===== src/rtl/calc_pkg.sv =====
// calc_pkg: definitions shared by the calculator result/display path.
//   CALC_RES_W       - width of the calculator RESULT word
//   BCD_DIGIT_W      - bits per packed BCD digit
//   calc_bcd_state_t - state encoding of the binary-to-BCD converter
package calc_pkg;

  localparam int CALC_RES_W  = 8;
  localparam int BCD_DIGIT_W = 4;

  typedef enum logic [1:0] {
    IDLE  = 2'd0,
    SHIFT = 2'd1,
    DONE  = 2'd2
  } calc_bcd_state_t;

endpackage


===== src/rtl/bcd_digit_adj.sv =====
// bcd_digit_adj: one digit of the double-dabble add-3 correction.
//   din  - BCD digit before the shift
//   dout - din + 3 when din >= 5, otherwise din unchanged
// Digits never exceed 9 before adjustment, so the result fits in 4 bits.
module bcd_digit_adj
  import calc_pkg::*;
(
  input  logic [BCD_DIGIT_W-1:0] din,
  output logic [BCD_DIGIT_W-1:0] dout
);

  assign dout = (din >= BCD_DIGIT_W'(5)) ? din + BCD_DIGIT_W'(3) : din;

endmodule


===== src/rtl/calc_result_bcd.sv =====
// calc_result_bcd: sequential binary-to-BCD converter (one bit per clock).
//   clk, rst            - clock, asynchronous active-high reset
//   in_valid/in_ready   - input handshake; in_data is the unsigned RESULT
//   out_valid/out_ready - output handshake; out_bcd/out_lz held until taken
//   out_bcd             - packed BCD, digit 0 (ones) in bits [3:0]
//   out_lz              - bit k set when digit k is a leading zero
//   busy                - high while the shift engine is running
module calc_result_bcd
  import calc_pkg::*;
#(
  parameter int IN_W   = CALC_RES_W,
  parameter int DIGITS = 3
) (
  input  logic                          clk,
  input  logic                          rst,
  input  logic                          in_valid,
  output logic                          in_ready,
  input  logic [IN_W-1:0]               in_data,
  output logic                          out_valid,
  input  logic                          out_ready,
  output logic [BCD_DIGIT_W*DIGITS-1:0] out_bcd,
  output logic [DIGITS-1:0]             out_lz,
  output logic                          busy
);

  localparam int BCD_W = BCD_DIGIT_W * DIGITS;
  localparam int CNT_W = $clog2(IN_W + 1);
  localparam logic [CNT_W-1:0] CNT_LOAD = CNT_W'(IN_W);
  localparam logic [CNT_W-1:0] CNT_ONE  = CNT_W'(1);

  calc_bcd_state_t state_q, state_d;
  logic [CNT_W-1:0] cnt_q, cnt_d;
  logic [IN_W-1:0]  shreg_q, shreg_d;
  logic [BCD_W-1:0] bcd_q, bcd_d;
  logic [BCD_W-1:0] out_bcd_q, out_bcd_d;
  logic [DIGITS-1:0] out_lz_q, out_lz_d;
  logic out_valid_q, out_valid_d;
  logic in_ready_q, in_ready_d;
  logic busy_q, busy_d;

  logic [BCD_W-1:0]  bcd_adj;
  logic [BCD_W-1:0]  bcd_shift;
  logic [DIGITS-1:0] lz_next;

  // Add-3 correction on every digit in parallel, from pre-shift values.
  genvar gi;
  generate
    for (gi = 0; gi < DIGITS; gi++) begin : g_adj
      bcd_digit_adj u_adj (
        .din  (bcd_q[gi*BCD_DIGIT_W +: BCD_DIGIT_W]),
        .dout (bcd_adj[gi*BCD_DIGIT_W +: BCD_DIGIT_W])
      );
    end
  endgenerate

  // {bcd, shreg} shifted left by one; shreg MSB enters the ones digit.
  assign bcd_shift = {bcd_adj[BCD_W-2:0], shreg_q[IN_W-1]};

  // Digit k is blank when it and every digit above it are zero.
  // The ones digit is always shown so that zero displays as "0".
  assign lz_next[0] = 1'b0;
  generate
    for (gi = 1; gi < DIGITS; gi++) begin : g_lz
      assign lz_next[gi] = (bcd_shift[BCD_W-1 : gi*BCD_DIGIT_W] == '0);
    end
  endgenerate

  always_comb begin
    state_d     = state_q;
    cnt_d       = cnt_q;
    shreg_d     = shreg_q;
    bcd_d       = bcd_q;
    out_bcd_d   = out_bcd_q;
    out_lz_d    = out_lz_q;
    out_valid_d = out_valid_q;
    in_ready_d  = in_ready_q;
    busy_d      = busy_q;
    case (state_q)
      IDLE: begin
        if (in_valid) begin
          shreg_d    = in_data;
          bcd_d      = '0;
          cnt_d      = CNT_LOAD;
          state_d    = SHIFT;
          in_ready_d = 1'b0;
          busy_d     = 1'b1;
        end
      end
      SHIFT: begin
        bcd_d   = bcd_shift;
        shreg_d = {shreg_q[IN_W-2:0], 1'b0};
        cnt_d   = cnt_q - CNT_ONE;
        if (cnt_q == CNT_ONE) begin
          // Last bit: publish the finished value straight from the shifter.
          state_d     = DONE;
          busy_d      = 1'b0;
          out_valid_d = 1'b1;
          out_bcd_d   = bcd_shift;
          out_lz_d    = lz_next;
        end
      end
      DONE: begin
        if (out_ready) begin
          state_d     = IDLE;
          out_valid_d = 1'b0;
          out_bcd_d   = '0;
          out_lz_d    = '0;
          in_ready_d  = 1'b1;
        end
      end
      default: begin
        state_d     = IDLE;
        out_valid_d = 1'b0;
        out_bcd_d   = '0;
        out_lz_d    = '0;
        in_ready_d  = 1'b1;
        busy_d      = 1'b0;
      end
    endcase
  end

  always_ff @(posedge clk or posedge rst) begin
    if (rst) begin
      state_q     <= IDLE;
      cnt_q       <= '0;
      shreg_q     <= '0;
      bcd_q       <= '0;
      out_bcd_q   <= '0;
      out_lz_q    <= '0;
      out_valid_q <= 1'b0;
      in_ready_q  <= 1'b1;
      busy_q      <= 1'b0;
    end else begin
      state_q     <= state_d;
      cnt_q       <= cnt_d;
      shreg_q     <= shreg_d;
      bcd_q       <= bcd_d;
      out_bcd_q   <= out_bcd_d;
      out_lz_q    <= out_lz_d;
      out_valid_q <= out_valid_d;
      in_ready_q  <= in_ready_d;
      busy_q      <= busy_d;
    end
  end

  assign out_bcd   = out_bcd_q;
  assign out_lz    = out_lz_q;
  assign out_valid = out_valid_q;
  assign in_ready  = in_ready_q;
  assign busy      = busy_q;

endmodule


===== config.mk =====
export PLATFORM = sky130hd
export DESIGN_NAME = calc_result_bcd
export DESIGN_NICKNAME = d
export VERILOG_FILES = /design/src/rtl/calc_pkg.sv /design/src/rtl/bcd_digit_adj.sv /design/src/rtl/calc_result_bcd.sv
export SDC_FILE = /design/constraint.sdc
export NUM_CORES = 1
export LEC_CHECK = 0
export ABC_AREA = 0
export BUFFER_PORTS_ARGS = -buffer_cell sky130_fd_sc_hd__buf_2
export CELL_PAD_IN_SITES_DETAIL_PLACEMENT = 0
export CELL_PAD_IN_SITES_GLOBAL_PLACEMENT = 1
export CORE_ASPECT_RATIO = 1.4
export CORE_MARGIN = 1
export CORE_UTILIZATION = 30
export DETAILED_ROUTE_END_ITERATION = 12
export PLACE_DENSITY = 0.57
export SETUP_SLACK_MARGIN = 0.2
export SYNTH_ARGS = -nofsm -noshare
export SYNTH_HDL_FRONTEND = slang
export SYNTH_SLANG_ARGS = --single-unit

===== constraint.sdc =====
create_clock -name clk -period 4.7 [get_ports clk]
set_input_delay 0.705 -clock clk [delete_from_list [all_inputs] [get_ports clk]]
set_output_delay 0.705 -clock clk [all_outputs]
set_load 0.01 [all_outputs]

Word level (Yosys, flattened, before mapping). Index checks and enable logic that the tools add are counted.

Flip-flop bits (word level): 44. Input bits: 12. Output and inout bits: 18. Word-level logic and storage cells: 62.

Add/sub/neg operators: 4. $lt $le $gt $ge: 3. Equality and inequality tests: 6. Muxes and demuxes: 28. Bitwise gates (word level): 3. Reductions and logical operators: 9.

Operator list (number): $mux 12 (3); $pmux 12 s3 (1); $pmux 12 s2 (1); $pmux 8 s2 (1); $ge 4x3->1 const B (3); $mux 4 (3); $reduce_and 3->1 (4); $mux 3 (3); $pmux 1 s3 (3); $pmux 3 s3 (1); $add 4x2->4 const B (2); $logic_not 8->1 (1); $mux 8 (1); $pmux 4 s2 (1); $mux 1 (6); $mux 2 (3); $ne 2x2->1 const B (3); $pmux 2 s3 (1); $eq 4x1->1 const B (1); $logic_not 4->1 (1); $sub 4x1->4 const B (1); $add 3x2->3 const B (1); $not 1->1 (3); $eq 2x1->1 const B (1); other kinds (4) (4).

Longest topological paths before layout. Gate-level depths: netlist (run 1).

Depth after elaboration: 5. Mapped depth: 7. Depth with buffers taken out: 6.

Cells and area by module. Synthesis (run 1) repeated with hierarchy kept, for this count alone.

Cells, all modules: 191. Area, all modules: 2124.5 um^2.

Modules (own cells, without submodules): calc_result_bcd (instances 1, cells each 143, area each 1820.5 um^2, seq. area each 1077.3 um^2); bcd_digit_adj (instances 3, cells each 16, area each 101.3 um^2, seq. area each 0.0 um^2).

Worst setup path after synthesis (run 1). Ideal clock, no wire load.

Path kind: register to register. Start: register bcd_q[8]. End: register out_lz_q[1] (netlist: out_lz[1]). Library setup time: 0.103 ns. Arrival time: 1.548 ns. Data required time: 4.597 ns. Path slack: 3.048 ns. Cell stages (with the launch flop): 6. Buffers on the path: 0. Period minus slack after synthesis: 1.652 ns. Cell sequence: dfrtp_1 -> ha_1 -> nand2b_1 -> a2111oi_0 -> a31oi_1 -> o41ai_2.

Word-level cells in the longest chain between the ends: 5. Elaborated cells between the ends (all ways): 6. Classes of those cells: add/sub (1); order compare (1); mux (3); reduce/logical (1).

Ends and longest elaborated chain: start: declaration (RTL line calc_result_bcd.sv:34) `logic [BCD_W-1:0] bcd_q, bcd_d;`; start signal: assignment (RTL line calc_result_bcd.sv:127) `bcd_q <= '0;`; start signal: assignment (RTL line calc_result_bcd.sv:137) `bcd_q <= bcd_d;`; $ge 4x3->1 / $add 3x2->3 (equally long branches) (RTL line bcd_digit_adj.sv:12) `assign dout = (din >= BCD_DIGIT_W'(5)) ? din + BCD_DIGIT_W'(3) : din;`; $mux 3 (*) (RTL line bcd_digit_adj.sv:12); $logic_not 8->1 (*) (RTL line calc_result_bcd.sv:64) `assign lz_next[gi] = (bcd_shift[BCD_W-1 : gi*BCD_DIGIT_W] == '0);`; $mux 3 (*) (RTL line calc_result_bcd.sv:93) `if (cnt_q == CNT_ONE) begin`; $pmux 3 s3 (*) (RTL line calc_result_bcd.sv:78) `case (state_q)`; end signal: assignment (RTL line calc_result_bcd.sv:139) `out_lz_q <= out_lz_d;`; end: declaration (RTL line calc_result_bcd.sv:36) `logic [DIGITS-1:0] out_lz_q, out_lz_d;`.

Every way passes the cells marked *; elsewhere a longest branch is shown, timed or not. The select of a mux whose other input is x is not followed. A chain may end at the register's enable or synchronous reset.

Final worst setup path (run 1).
Start: register state_q[1]. End: register out_bcd_q[10] (netlist: out_bcd[10]).

Word-level cells in the longest chain between the ends: 3. Elaborated cells between the ends (all ways): 8. Classes of those cells: eq/ne (4); mux (1); bitwise (1); reduce/logical (2).

Ends and longest elaborated chain: start: declaration (RTL line calc_result_bcd.sv:31) `calc_bcd_state_t state_q, state_d;`; start signal: assignment (RTL line calc_result_bcd.sv:134) `state_q <= state_d;`; $eq 2x2->1, or another cell as far along (RTL line calc_result_bcd.sv:78); $ne 2x2->1 (no source line) / $not 1->1 (equally long branches); $reduce_and 3->1 (no source line); end signal: assignment (RTL line calc_result_bcd.sv:138) `out_bcd_q <= out_bcd_d;`; end: declaration (RTL line calc_result_bcd.sv:35) `logic [BCD_W-1:0] out_bcd_q, out_bcd_d;`.

Several ways; a longest one is shown, not always the timed one.

==> metrics, run 1 <==
CP startpoint kind=register; Worst Tran Pin Value=657 ps; R2R Setup Slk=~2900 ps; Worst Path Required=slightly below 5000 ps; CTS max path bufs=2; Setup Buffers After CTS=0; unrepaired setup endpoints after global routing=false; Port Buf Inserts=28; P&R area growth vs syn=16.6%; hold_ws=about 480 ps; post-synth top area share=0.493; antenna violations before repair=0; GRT overflow=0; Cells after Synth=213; clock transition at the registers of the reported paths=90 ps; CTS tree=yes; post-CTS sizing=0; endpoints failing hold=0; die height=102 µm; All-Layer GR Usage=0.134; Crit Path Max Fanout=14; crit path to=out_bcd[10]; PwrDens=704 nW/µm²; slew margin rel.=0.562; worst reg-to-reg path cell count=4; Vias/cell=4.67; worst vdd ir=0.000219 V; DRC viols=0; Synth area leaders=dfrtp_1, o21ai_0, nand2_1, ha_1, o31ai_1; Final Max Slew Viols=0; Post-Syn Nets=233; cell taking the most area after synthesis=dfrtp_1; clock sinks=43; critical path type=register to register; first-pass GRT wire length=around 7600 µm; Fmax=0.545 GHz; Synth Register Bits=43; Most used DFF post-synth=dfrtp_1; row count=36; Post-DRT Antenna Nets=0; Num CTS Buffers=5; H-tree depth=2; Worst Setup End Kind=register; Root Driver=clkbuf_8; Mapped Area=approximately 2100 µm²; pin count of the biggest net entering global routing=44; RePlAce Congestion=0.719; number of synthesized flops with an enable pin=0; DR iter-0 viols=between 60 and 70; hpwl dp=3120 µm; detailed-route wire length=4440 µm; worst r2r dst=out_bcd[10]; min Tclk post-route=1830 ps; number of global-route vias before repair=1552; cts hold-fix bufs=0; FF-to-FF Start=state_q[1]; fin crit share=0.390; Mean Syn Cell Area=10.0 µm²; Pwr Total=0.00175 W; Clock Skew=8.33 ps; Core Area=6940 µm²; Worst Hold Class=register to register; share of post-route cells with drive strength above 1=0.207; # IOs=30; Synth cell types=38; WL/cell=13.2 µm; number of iterations in the first detailed-routing pass=4; sequential area share after synthesis=0.505; Die W=roughly 73 µm; Static Leak=1.14 nW; CP Launch Point=state_q[1]; Final setup violation count=0; Nets=261; Max Cap Viol=0; filler instances=746; antenna cell count=0; CP Data Arrival Time=slightly above 2000 ps; starting density of the core=0.308; DIE AREA=7460 µm²; TNS Setup=0 ps; run status=finished, final reports clean; Skew-Pair Late Insertion Delay=between 200 and 300 ps; Async SR Flop Fraction=1.00; synth warn=0; vias=between 1500 and 2000
layout make-up:
cell class,instances,area [µm²],share of cell area
clock buffers,6,82.6,0.0332
clock inverters,2,35.0,0.0141
well taps,95,119,0.0478
repair buffers,32,170,0.0684
multi-input cells,148,962,0.387
inverters,11,41.3,0.0166
flip-flops and latches,43,1080,0.433
worst min path at each step:
| stage | start | cells after the start | slack [ps] | end |
|---|---|---|---|---|
| CTS | out_bcd[4] | 2 | 480 | out_bcd[4] |
| global route | out_lz[2] | 2 | 500 | out_lz[2] |
| floorplan | shreg_q[1] | 2 | 440 | shreg_q[1] |
| finish | out_bcd[4] | 2 | 480 | out_bcd[4] |
| global placement | out_lz[2] | 2 | 460 | out_lz[2] |
| detailed placement | out_bcd[4] | 2 | 460 | out_bcd[4] |
stage by stage:
| stage | cell area, µm² | cells | setup WS (ps) | util |
|---|---|---|---|---|
| floorplan | 2130 | 213 | 2990 | - |
| finish | 2490 | 337 | 2870 | 0.359 |
| detailed placement | 2370 | 329 | 2720 | 0.342 |
| global placement | 2370 | 329 | 2710 | 0.342 |
| CTS | 2490 | 337 | 2800 | 0.359 |
| global route | 2490 | 337 | 2640 | 0.359 |
per-layer routing:
| metal | share of wire | track usage |
|---|---|---|
| met1 | 0.45 | 0.162 |
| met2 | 0.50 | 0.228 |
| met3 | 0.034 | 0.0308 |
| met4 | 0.015 | 0.0498 |
| met5 | 0 | 0 |
synth_stat cells, types with 3 or more instances:
cell and count:
a211oi_1 6, a21o_1 6, a21oi_1 9, a31oi_1 3
and2_1 3, buf_2 9, dfrtp_1 42, ha_1 8
inv_1 11, mux2_2 3, mux2i_1 4, nand2_1 34
nand2b_1 4, nor2b_1 3, nor3_1 3, nor3b_1 5
o21ai_0 26, o31ai_1 8, xnor2_1 3
sequential cells by signal, summed over array words and instances (netlist names):
register	count
in_ready	1
busy	1
bcd_q	12
shreg_q	8
state_q	2
out_lz	2
out_valid	1
cnt_q	4
out_bcd	12
critical path, cell delays in order (launching register included):
cell	delay, ps
dfrtp_1	590
nand2b_1	490
buf_4	300
a211oi_1	80
mux2_2	260
layout by cell type (no fill, tap or decap), drive strengths merged, types with 3 or more instances in the layout:
master  netlist  routed
o21ai        27      27
nor2b         3       3
a31oi         3       3
dfrtp        42      42
clkbuf        1       6
nand2b        4       4
a21oi         9       9
o31ai         8       8
mux2i         4       4
and2          3       3
nor3b         6       6
buf          10      32
a21o          7       7
xnor2         3       3
inv          11      10
nor3          3       3
ha            8       8
mux2          3       3
a211oi        6       6
nand2        35      35
cells by family (layout without fill, tap and decap cells):
group,count (synthesis),after routing,share of synthesized area
fa+ha+maj,8,8,0.0469
simple gates,60,60,0.145
xor+xnor,3,3,0.0123
flops,43,43,0.505
other cells,1,1,0.00176
buf+inv,22,51,0.0457
mux,7,7,0.0346
compound gates,69,69,0.209
report_power, final:
part           switching (W)  internal (W)
Clock               0.000129      0.000172
Combinational       0.000429      0.000336
Sequential          0.000150      0.000535
(Power assumes the default switching activity.)
==> inputs of run 2 (changes only) <==
- clock period: 4.7 -> 1.7 ns (I/O delays scaled with it)
==> metrics, run 2 (synthesized netlist as in run 1, its figures left out) <==
run status=finished, final reports clean; clock sinks=43; cells along the critical path=ha_2 > nand2b_4 > a2111oi_4 > a31oi_2 > o41ai_2; pin count of the biggest net entering global routing=33; RePlAce Congestion=between 0.7 and 0.8; Core Area=6940 µm²; unrepaired setup endpoints after global routing=true; DRC viols=0; Max Cap Viol=0; Num CTS Buffers=5; detailed-route wire length=5290 µm; Worst Hold Class=input port to register; Post-DRT Antenna Nets=0; CTS max path bufs=2; Clock Skew=roughly 8.0 ps; commonest non-fill, non-tap cells in the layout=dfrtp_1, nand2_1, buf_2; DIE AREA=about 7500 µm²; Port Buf Inserts=28; vias=about 1700; DR iter-0 viols=71; Die W=73.3 µm; slowest CP cell=dfrtp_1; Final Max Slew Viols=0; Buf/Inv on CP=0; antenna violations before repair=0; die height=102 µm; dpl ws=around 89 ps; antenna cell count=0; Final Cell Area=3050 µm²; most common cell after layout, fill and taps aside=dfrtp_1; All-Layer GR Usage=0.153; first-pass GRT wire length=8570 µm; worst vdd ir=approximately 0.00056 V; hpwl dp=3510 µm; crit path to=out_lz[1]; # IOs=30; CP Launch Point=bcd_q[8]; Static Leak=1.36 nW; H-tree depth=2; starting density of the core=0.308; Nets=291; WL/cell=14.4 µm; Worst Setup End Kind=register; Final WS setup=130 ps; Placed Area=2550 µm²; CTS tree=yes; Crit path depth=5; share of post-route cells with drive strength above 1=0.423; GRT overflow=0; row count=36; Final setup violation count=0; number of global-route vias before repair=between 1500 and 2000; FF-to-FF Start=bcd_q[8]; Pwr Total=0.00613 W; endpoints failing hold=0; CP Data Arrival Time=1770 ps; Fmax=0.637 GHz; CP startpoint kind=register; R2R Setup Slk=130 ps; Skew-Pair Late Insertion Delay=~290 ps; P&R area growth vs syn=42.9%; fin crit share=0.923; slowest cell delay on critical path=420 ps; worst r2r dst=out_lz[1]; min Tclk post-route=1570 ps; Worst Path Required=1900 ps; Crit Path Max Fanout=3; Vias/cell=4.73; PwrDens=2010 nW/µm²; critical path type=register to register; Root Driver=clkbuf_8; worst reg-to-reg path cell count=5; clock transition at the registers of the reported paths=80 ps; CP delay by family, top=compound AO/OA/AOI/OAI gates; number of iterations in the first detailed-routing pass=4; TNS Setup=0 ps
[run 2: cell count changes in the layout (fill, tap and decap cells not counted), moves of 5 or more]
| cell | before | now |
|---|---|---|
| nand2_1 | 34 | 28 |
| buf_4 | 4 | 24 |
| ha_1 | 8 | 2 |
| o31ai_1 | 8 | 2 |
| o31ai_4 | 0 | 5 |
| nand2_2 | 1 | 6 |
| a211oi_1 | 6 | 1 |
[run 2: how the worst min path moves through the flow]
stage	startpoint	cells after the start	endpoint	slack, ps
after global placement	rst	2	shreg_q[7]	240
after global routing	out_ready	2	state_q[1]	200
after detailed placement	rst	2	shreg_q[7]	240
after floorplan	out_ready	1	state_q[1]	360
after CTS	out_ready	2	state_q[1]	190
final	out_ready	2	state_q[1]	190
[run 2: area by class of cell]
cell class / count / area, µm²
multi-input combinational: 148 / 1250
sequential: 43 / 1080
timing repair buffer: 62 / 485
inverter: 11 / 41.3
clock buffer: 8 / 80.1
tap: 95 / 119
fill: 700 / 3890
[run 2: metal layers]
layer,GRT usage,vias to the layer above,part of all wire
li1,-,864,-
met1,0.178,843,0.42
met2,0.275,24,0.55
met3,0.0219,4,0.022
met4,0.0633,0,0.0093
met5,0,-,0
[run 2: through the flow]
stage                     hold slack [ps]  std cells   util
after CTS                             187        359  0.398
final                                 186        367  0.440
after floorplan                       362        213      -
after global placement                238        341  0.368
after global routing                  196        367  0.440
after detailed placement              244        341  0.368
[run 2: report_power, final]
group	total, W	internal, W	switching (W)	leakage (nW)
clock	0.000641	0.000293	0.000348	0.0395
combinational	0.00358	0.00182	0.00175	0.782
sequential	0.00191	0.00148	0.000427	0.541
[run 2: timing repair]
item / 4_1_cts / 5_1_grt
cloned: 0 / 4
setup buffers: 9 / 4
pin swaps: 3 / 10
setup endpoints to repair: 15 / 24
hold buffers: 1 / 0
resized for setup: 12 / 39
hold endpoints to repair: 10 / 0
==> inputs of run 3 (changes only) <==
- clock period: 1.7 -> 2.02 ns (I/O delays scaled with it)
==> metrics, run 3 (synthesized netlist as in run 1, its figures left out) <==
clock transition at the registers of the reported paths=90 ps; Num CTS Buffers=5; Post-DRT Antenna Nets=0; CP Data Arrival Time=1920 ps; RePlAce Congestion=0.736; share of post-route cells with drive strength above 1=0.236; H-tree depth=2; slew margin rel.=0.560; Final WS setup=303 ps; CP Launch Point=cnt_q[1]; TNS Setup=0 ps; crit path to=out_lz[1]; cells along the critical path=inv_1 > ha_1 > nor3b_4 > nand2_2 > nand4bb_1 > o41ai_2; commonest non-fill, non-tap cells in the layout=dfrtp_1, nand2_1, buf_2; Final setup violation count=0; P&R area growth vs syn=21.8%; critical path type=register to register; post-route insts no fill=341; worst vdd ir=~0.00058 V; Worst Path Required=2230 ps; unrepaired setup endpoints after global routing=true; Final Max Slew Viols=0; endpoints failing hold=0; die height=102 µm; most common cell after layout, fill and taps aside=dfrtp_1; run status=finished, final reports clean; filler instances=between 700 and 800; detailed-route wire length=4640 µm; Crit Path Max Fanout=4; Max Cap Viol=0; number of iterations in the first detailed-routing pass=4; Core Area=just under 7000 µm²; Hold Path Stages=2; CTS tree=yes; pin count of the biggest net entering global routing=30; Worst Setup End Kind=register; Skew-Pair Late Insertion Delay=300 ps; Nets=between 200 and 300; dpl ws=between 150 and 200 ps; Port Buf Inserts=28; Static Leak=1.18 nW; Clock Skew=12.1 ps; GRT overflow=0; DRC viols=0; antenna violations before repair=0; min Tclk post-route=roughly 1700 ps; # IOs=30; row count=36; PwrDens=1650 nW/µm²; Vias/cell=approximately 4.8; worst reg-to-reg path cell count=6; Fmax=0.583 GHz; placed insts=331; WL/cell=13.6 µm; Worst Hold Class=input port to register; FF-to-FF Start=cnt_q[1]; hold_ws=234 ps; vias=between 1500 and 2000; worst r2r dst=out_lz[1]; Die W=73.3 µm; R2R Setup Slk=300 ps; Worst Tran Pin Value=659 ps; Root Driver=clkbuf_8; hpwl dp=approximately 3300 µm; fin crit share=0.850; clock sinks=43; slowest cell delay on critical path=approximately 400 ps; DR iter-0 viols=87; All-Layer GR Usage=0.142; first-pass GRT wire length=7870 µm; CTS max path bufs=2; number of global-route vias before repair=1569; CP startpoint kind=register; slowest CP cell=dfrtp_1; starting density of the core=0.308; DIE AREA=7460 µm²; antenna cell count=0
## run 3: changes by cell type in the layout (fill, tap and decap cells not counted), moves of 4 or more
cell	before	now
o21ai_0	22	26
nand2_1	28	34
o21ai_1	4	0
ha_1	2	8
nand2b_1	0	4
inv_1	6	10
o31ai_1	2	8
buf_6	4	0
buf_4	24	4
o31ai_4	5	0
inv_2	4	0
nand2_2	6	1
## run 3: per-layer routing
layer	global-route usage	up-vias	routed length, µm
li1	-	806	-
met2	0.244	23	2310
met4	0.0588	0	85
met1	0.172	785	2140
met3	0.0269	6	104
met5	0	-	0
## run 3: area by class of cell
class,count,area (µm²),share of cell area
Sequential cell,43,1080,0.415
Multi-Input combinational cell,148,1000,0.386
Timing Repair Buffer,36,240,0.0925
Tap cell,95,119,0.0458
Clock buffer,6,82.6,0.0318
Inverter,11,41.3,0.0159
Clock inverter,2,35.0,0.0135
## run 3: worst min-delay path by stage
| stage | start | end | slack [ps] |
|---|---|---|---|
| 6_report | out_ready | state_q[1] | 230 |
| 5_1_grt | out_ready | state_q[1] | 240 |
| 4_1_cts | out_ready | state_q[1] | 210 |
| 3_5_place_dp | rst | out_bcd[2] | 330 |
| 3_3_place_gp | rst | out_bcd[2] | 320 |
| 2_1_floorplan | out_ready | state_q[1] | 410 |
## run 3: metrics by stage
stage / area [µm²] / power, W / utilization
6_report: 2600 / 0.00428 / 0.374
5_1_grt: 2600 / 0.00467 / 0.374
4_1_cts: 2550 / 0.00425 / 0.368
3_5_place_dp: 2420 / 0.00353 / 0.349
3_3_place_gp: 2420 / 0.00351 / 0.349
2_1_floorplan: 2130 / 0.00289 / -
## run 3: power breakdown
| part | internal (W) | switching, W | leakage, nW |
|---|---|---|---|
| Sequential | 0.00125 | 0.000345 | 0.541 |
| Combinational | 0.000899 | 0.00108 | 0.575 |
| Clock | 0.000401 | 0.000306 | 0.0612 |
| Total | 0.00255 | 0.00173 | 1.18 |
## run 3: critical path, delay by kind of cell, from the launching register on
family                     cells  cell delay [ps]
and+or+nand+nor                3              690
DFF                            1              400
AOI/OAI and AO/OA              1              320
adders and majority gates      1              140
buffers and inverters          1               80
## run 3: repair_timing
item	in CTS	in global routing
pin swaps	0	1
hold endpoints to repair	5	0
setup buffers	0	1
hold buffers	1	0
resized for setup	1	7
setup endpoints to repair	1	17
